### src/rtl/store_narrow_if.sv
// store_narrow_if: request and memory-write handshake bundle; slave is the store unit, master drives it
interface store_narrow_if;
  logic        req_valid;
  logic        req_ready;
  logic [31:0] req_data;
  logic [31:0] req_addr;
  logic [1:0]  req_size;
  logic        req_signed;
  logic        mem_valid;
  logic        mem_ready;
  logic [31:0] mem_addr;
  logic [31:0] mem_wdata;
  logic [3:0]  mem_byte_en;
  logic        mem_last;
  logic        mem_ovf;
  modport master (
    output req_valid, req_data, req_addr, req_size, req_signed, mem_ready,
    input  req_ready, mem_valid, mem_addr, mem_wdata, mem_byte_en, mem_last, mem_ovf
  );
  modport slave (
    input  req_valid, req_data, req_addr, req_size, req_signed, mem_ready,
    output req_ready, mem_valid, mem_addr, mem_wdata, mem_byte_en, mem_last, mem_ovf
  );
endinterface

### src/rtl/store_narrow.sv
// store_narrow: narrows a register value to byte/half/word, places it on byte lanes, flags overflow and faults (STORE_NARROW_SPLIT_EN enables misaligned split stores)
module store_narrow #(
  parameter int CNT_W = 8
) (
  input  logic             clk,
  input  logic             rst_n,
  store_narrow_if.slave    bus,
  output logic             fault_valid,
  output logic [1:0]       fault_code,
  output logic [CNT_W-1:0] fault_count
);
  typedef enum logic [1:0] {IDLE, BEAT0, BEAT1} state_t;
  state_t      state, nxt;
  logic        rdy_q, ovf_q, split_q;
  logic [29:0] base_q;
  logic [31:0] wd0_q, wd1_q;
  logic [3:0]  en0_q, en1_q;
  logic [1:0]  k;
  logic        is_b, is_h, is_w, mis, bad, ovf, acc, b1;
  logic [31:0] val, wd0;
  logic [3:0]  m;
  logic [63:0] sh;
  logic [7:0]  em;
  // Lane placement works on a 64-bit window: the low half is beat 0, the high half spills into beat 1.
  always_comb begin
    k    = bus.req_addr[1:0];
    is_b = bus.req_size == 2'b00;
    is_h = bus.req_size == 2'b01;
    is_w = bus.req_size == 2'b10;
    bad  = bus.req_size == 2'b11;
    val  = is_h ? {16'b0, bus.req_data[15:0]} : bus.req_data;
    m    = is_b ? 4'b0001 : is_h ? 4'b0011 : 4'b1111;
    sh   = {32'b0, val} << {k, 3'b000};
    em   = {4'b0, m} << k;
    wd0  = is_b ? {4{bus.req_data[7:0]}} : (is_h && !k[0]) ? {2{bus.req_data[15:0]}} : sh[31:0];
`ifdef STORE_NARROW_SPLIT_EN
    mis  = 1'b0;
`else
    mis  = (is_h && k[0]) || (is_w && k != 2'b00);
`endif
    ovf  = is_b ? (bus.req_signed ? !(&bus.req_data[31:7] || ~|bus.req_data[31:7]) : |bus.req_data[31:8]) :
           is_h ? (bus.req_signed ? !(&bus.req_data[31:15] || ~|bus.req_data[31:15]) : |bus.req_data[31:16]) : 1'b0;
    acc  = bus.req_valid && rdy_q && state == IDLE;
  end
  always_ff @(posedge clk or negedge rst_n) begin
    if (!rst_n) state <= IDLE;
    else state <= nxt;
  end
  always_comb begin
    nxt = state == IDLE ? ((acc && !bad && !mis) ? BEAT0 : IDLE) :
          !bus.mem_ready ? state :
          (state == BEAT0 && split_q) ? BEAT1 : IDLE;
    b1              = state == BEAT1;
    bus.req_ready   = rdy_q && state == IDLE;
    bus.mem_valid   = state != IDLE;
    bus.mem_addr    = {b1 ? base_q + 30'd1 : base_q, 2'b00};
    bus.mem_wdata   = b1 ? wd1_q : wd0_q;
    bus.mem_byte_en = b1 ? en1_q : en0_q;
    bus.mem_last    = b1 || (state == BEAT0 && !split_q);
    bus.mem_ovf     = bus.mem_valid && ovf_q;
  end
  always_ff @(posedge clk or negedge rst_n) begin
    if (!rst_n) begin
      rdy_q       <= 1'b0;
      base_q      <= '0;
      wd0_q       <= '0;
      wd1_q       <= '0;
      en0_q       <= '0;
      en1_q       <= '0;
      ovf_q       <= 1'b0;
      split_q     <= 1'b0;
      fault_valid <= 1'b0;
      fault_code  <= '0;
      fault_count <= '0;
    end else begin
      rdy_q       <= 1'b1;
      fault_valid <= acc && (bad || mis);
      if (acc && !bad && !mis) begin
        base_q  <= bus.req_addr[31:2];
        wd0_q   <= wd0;
        wd1_q   <= sh[63:32];
        en0_q   <= em[3:0];
        en1_q   <= em[7:4];
        ovf_q   <= ovf;
        split_q <= |em[7:4];
      end
      if (acc && (bad || mis)) begin
        fault_code  <= bad ? 2'b10 : 2'b01;
        fault_count <= &fault_count ? fault_count : fault_count + CNT_W'(1);
      end
    end
  end
endmodule

### src/flat_wrapper.sv
// flat-port wrapper written by rule: the top's interface ports become plain ports
module store_narrow_flat 
#(
  parameter int CNT_W = 8
)
  (clk, rst_n, fault_valid, fault_code, fault_count, bus_req_valid, bus_req_data, bus_req_addr, bus_req_size, bus_req_signed, bus_mem_ready, bus_req_ready, bus_mem_valid, bus_mem_addr, bus_mem_wdata, bus_mem_byte_en, bus_mem_last, bus_mem_ovf);
  store_narrow_if bus_i ();
  input  logic clk;
  input  logic rst_n;
  output logic fault_valid;
  output logic [1:0] fault_code;
  output logic [CNT_W-1:0] fault_count;
  input wire logic [$bits(bus_i.req_valid)-1:0] bus_req_valid;
  input wire logic [$bits(bus_i.req_data)-1:0] bus_req_data;
  input wire logic [$bits(bus_i.req_addr)-1:0] bus_req_addr;
  input wire logic [$bits(bus_i.req_size)-1:0] bus_req_size;
  input wire logic [$bits(bus_i.req_signed)-1:0] bus_req_signed;
  input wire logic [$bits(bus_i.mem_ready)-1:0] bus_mem_ready;
  output wire logic [$bits(bus_i.req_ready)-1:0] bus_req_ready;
  output wire logic [$bits(bus_i.mem_valid)-1:0] bus_mem_valid;
  output wire logic [$bits(bus_i.mem_addr)-1:0] bus_mem_addr;
  output wire logic [$bits(bus_i.mem_wdata)-1:0] bus_mem_wdata;
  output wire logic [$bits(bus_i.mem_byte_en)-1:0] bus_mem_byte_en;
  output wire logic [$bits(bus_i.mem_last)-1:0] bus_mem_last;
  output wire logic [$bits(bus_i.mem_ovf)-1:0] bus_mem_ovf;
  assign bus_i.req_valid = bus_req_valid;
  assign bus_i.req_data = bus_req_data;
  assign bus_i.req_addr = bus_req_addr;
  assign bus_i.req_size = bus_req_size;
  assign bus_i.req_signed = bus_req_signed;
  assign bus_i.mem_ready = bus_mem_ready;
  assign bus_req_ready = bus_i.req_ready;
  assign bus_mem_valid = bus_i.mem_valid;
  assign bus_mem_addr = bus_i.mem_addr;
  assign bus_mem_wdata = bus_i.mem_wdata;
  assign bus_mem_byte_en = bus_i.mem_byte_en;
  assign bus_mem_last = bus_i.mem_last;
  assign bus_mem_ovf = bus_i.mem_ovf;
  store_narrow #(.CNT_W(CNT_W)) u_core (.clk(clk), .rst_n(rst_n), .bus(bus_i), .fault_valid(fault_valid), .fault_code(fault_code), .fault_count(fault_count));
endmodule
### config.mk
export PLATFORM = sky130hd
export DESIGN_NAME = store_narrow_flat
export DESIGN_NICKNAME = d
export VERILOG_FILES = /design/src/rtl/store_narrow_if.sv /design/src/rtl/store_narrow.sv /design/src/flat_wrapper.sv
export SDC_FILE = /design/constraint.sdc
export NUM_CORES = 1
export LEC_CHECK = 0
export ABC_CLOCK_PERIOD_IN_PS = 2550
export CORE_MARGIN = 10
export CORE_UTILIZATION = 54
export DETAILED_ROUTE_END_ITERATION = 10
export GPL_ROUTABILITY_DRIVEN = 0
export PLACE_DENSITY_LB_ADDON = 0.12
export SETUP_SLACK_MARGIN = 0.15
export SYNTH_ARGS = -nofsm -noshare
export SYNTH_HDL_FRONTEND = slang
export SYNTH_SLANG_ARGS = --single-unit
### constraint.sdc
create_clock -name clk -period 2.55 [get_ports clk]
set_input_delay 0.3825 -clock clk [delete_from_list [all_inputs] [get_ports clk]]
set_output_delay 0.3825 -clock clk [all_outputs]
set_load 0.1 [all_outputs]
==> flow_summary.toml <==
[critical_path]
rr_worst_depth = 8
cp-startpoint = "u_core.base_q[11]"
cpMaxStageDelayCell = "dfrtp_1"
r2r-start = "u_core.state[0]"
worstPathCellList = "nand4_1 -> nor4_4 -> buf_4 -> nand2_1 -> nor2_4 -> xor2_4 -> buf_12"
cp.arrival_ps = 2300
start_kind = "register"
worst-path-stages = 7
reg2reg_slack_ps = 240
crit_fanout = 6
cp-end-kind = "primary output"
r2r-end = "u_core.fault_count[1]"
critPathBufInv = 2
path_delay_family = "simple AND/OR/NAND/NOR gates"
slowest_delay_ps = 400
worstPathRequired_ps = 2170
path_class = "reg2out"
endpoint = "bus_mem_addr[21]"

[run_status]
failed_checks = "setup timing"
status = "finished, violations left"

[synthesis]
synth-simple-area-share_pct = 21.33
yosys_most_used_dff = "dfrtp_1"
avgSynthCellArea_um2 = 9.102
synth_mux_area_share_pct = 10.87
ys_seq_area_share_pct = 44.46
synth_compound_area_share_pct = 13.87
synth_top_family_by_area = "simple AND/OR/NAND/NOR gates"
synth_edf_count = 0
syn_area_mm2 = 0.006135
synth_xor_area_share_pct = 5.282
ys_ff_latch = 109
synth_fa_ha_area_share_pct = 0.4079
yosys_warnings = 0
synthCells = 674
ys_async_sr_fraction_pct = 100.0
synth_cell_types = 48

[cts]
cts.sinks = 109
cts_tree = "yes"
insertion_delay_ps = 360
cts_buffer_depth = 2
cts.clk_slew.worst_paths_ps = 80
cts_made_buffers = 9
cts_max_level = 3
cts_root_buffer = "clkbuf_16"

[timing]
hold_ws_ps = 57.27
worst_slew_pin_slew_ps = 767.4
min_period_ps = 2678
fmax_ghz = 0.3734
setup_viol = 14
final_max_slew_viol_count = 0
timing.final.ws_setup_ps = -127.9
fin_skew_ps = 9.277
maxSlewHeadroom_pct = 48.03
rsz0062_at_grt = "yes"
hold_violations = 0
tns_ps = -918.6
fin_crit_sh_pct = 105.0

[power]
irDropWorstVdd_v = 0.001072
powerDensity_mw_per_mm2 = 931.1
p_total_mw = 9.079
leakage_nw = 4.340
clkPwrFrac_pct = 16.4
switchingPower_mw = 4.375
internal_power_mw = 4.704
switching_share_pct = 48.19
p_seq_share_pct = 27.3
combPwrFrac_pct = 56.4

[placed_design]
hpwl_um = 15180
dpl_worst_slack_ps = 15.30
port_buffers = 151
dpl_cell_area_mm2 = 0.008991

[detailed_routing]
wirelength_um = 24760
final_antenna_net_count = 0
dr.pass1.iters = 8
vias_per_cell = 6.423
drt_drc_violations_left = 0
drt-initial-drc-count = 913
vias = 6397
routedWlPerCell_um = 24.86

[die]
die_x_um = 126.6
num_rows = 38
core_area_mm2 = 0.01098
io_pins = 154
start_util_pct = 55.86
fp.dieArea_mm2 = 0.01602
die_h_um = 126.6

[global_route]
antenna_found_initial = 1
grt_pass1_wl_um = 34870
grt_remaining_overflow = 0
grt_max_degree = 71
grt_pass1_vias = 6377
track_usage_pct = 26.72

[final_layout]
design_area_mm2 = 0.009751
area_delta_synth_final_pct = 58.94
final_nets = 922
drive_above_1_share_pct = 32.90

[run]
cap_violations = 0

[min_path]
hold_path_class = "in2async"
routing by layer:
layer / vias up / GRT usage, % / share of wire [%]
met5: - / 0 / 0
met4: 0 / 11.32 / 5.2
met3: 101 / 5.081 / 9.5
met2: 499 / 46.63 / 50
met1: 3083 / 31.39 / 35
li1: 2714 / - / -
cell type report:
class	count	area [µm²]
Antenna cell	2	5.005
Timing Repair Buffer	209	2611
Inverter	5	18.77
Fill cell	493	1232
Sequential cell	109	2744
Clock buffer	10	239.0
Tap cell	140	175.2
Clock inverter	6	68.82
Multi-Input combinational cell	515	3889
power by group through the flow:
stage                     registers, mW  clock network, mW  logic [mW]
final                              2.48               1.49        5.12
after global routing               2.50               1.53        5.26
after CTS                          2.43               1.45        4.95
after detailed placement           2.51                  0        4.79
after global placement             2.47                  0        4.71
after floorplan                    2.73                  0        2.84
how the worst min path moves through the flow:
stage          startpoint               endpoint  depth (start not counted)
2_1_floorplan       rst_n       u_core.base_q[0]                          0
3_3_place_gp        rst_n  u_core.fault_count[1]                          1
3_5_place_dp        rst_n  u_core.fault_count[2]                          1
4_1_cts             rst_n  u_core.fault_count[2]                          1
5_1_grt             rst_n  u_core.fault_count[2]                          1
6_report            rst_n  u_core.fault_count[2]                          1
per-stage QoR:
step | util (%) | instances
4_1_cts | 87.24 | 986
6_report | 88.78 | 996
3_3_place_gp | 81.86 | 945
2_1_floorplan | - | 675
3_5_place_dp | 81.86 | 945
5_1_grt | 88.78 | 996
cell usage in the layout (no fill, tap or decap), drive strengths merged, types with 2 or more instances in the layout:
cell type,instances
o21bai,2
ha,2
a22oi,16
xor2,8
o22a,8
buf,141
nand4,19
nand2,170
o2111ai,8
nor2b,18
dfrtp,109
conb,3
nor4,10
nor3b,2
o31ai,10
mux2,45
clkdlybuf4s50,68
inv,7
diode,2
nand3,16
mux2i,16
a31oi,2
o21ai,71
clkinv,2
clkbuf,10
and4,4
xnor2,29
nor2,8
and2,15
o311ai,3
and3,10
a21oi,10
cells by family after synthesis:
kind of cell    count (synthesis)
xor+xnor                       37
mux                            61
fa+ha+maj                       2
flops                         109
compound gates                135
buf+inv                        51
other cells                     2
simple gates                  277
cell usage after synthesis (all sizes together), types with 15 or more instances:
| cell type | number | area [µm²] |
|---|---|---|
| buf | 25 | 126.4 |
| dfrtp | 109 | 2728 |
| nor2b | 18 | 112.6 |
| nand2 | 170 | 638.1 |
| nand3 | 16 | 80.08 |
| xnor2 | 29 | 254.0 |
| mux2 | 45 | 506.7 |
| mux2i | 16 | 160.2 |
| clkbuf | 21 | 78.83 |
| o21ai | 71 | 355.3 |
| nand4 | 19 | 118.9 |
| and2 | 15 | 93.84 |
| a22oi | 16 | 120.1 |
flip-flops by register name, indices dropped and copies added, names as in the netlist:
signal,cells
u_core.en0_q,4
u_core.base_q,30
u_core.fault_count,8
u_core.rdy_q,1
u_core.en1_q,3
u_core.wd0_q,32
u_core.split_q,1
u_core.fault_code,2
u_core.state,2
u_core.wd1_q,24
u_core.fault_valid,1
u_core.ovf_q,1
what timing repair did:
item,4_1_cts,5_1_grt
resized for setup,32,24
pin swaps,17,18
hold buffers,0,0
setup endpoints to repair,23,22
buffers inserted,25,8
Power figures use the tool's default switching activity.
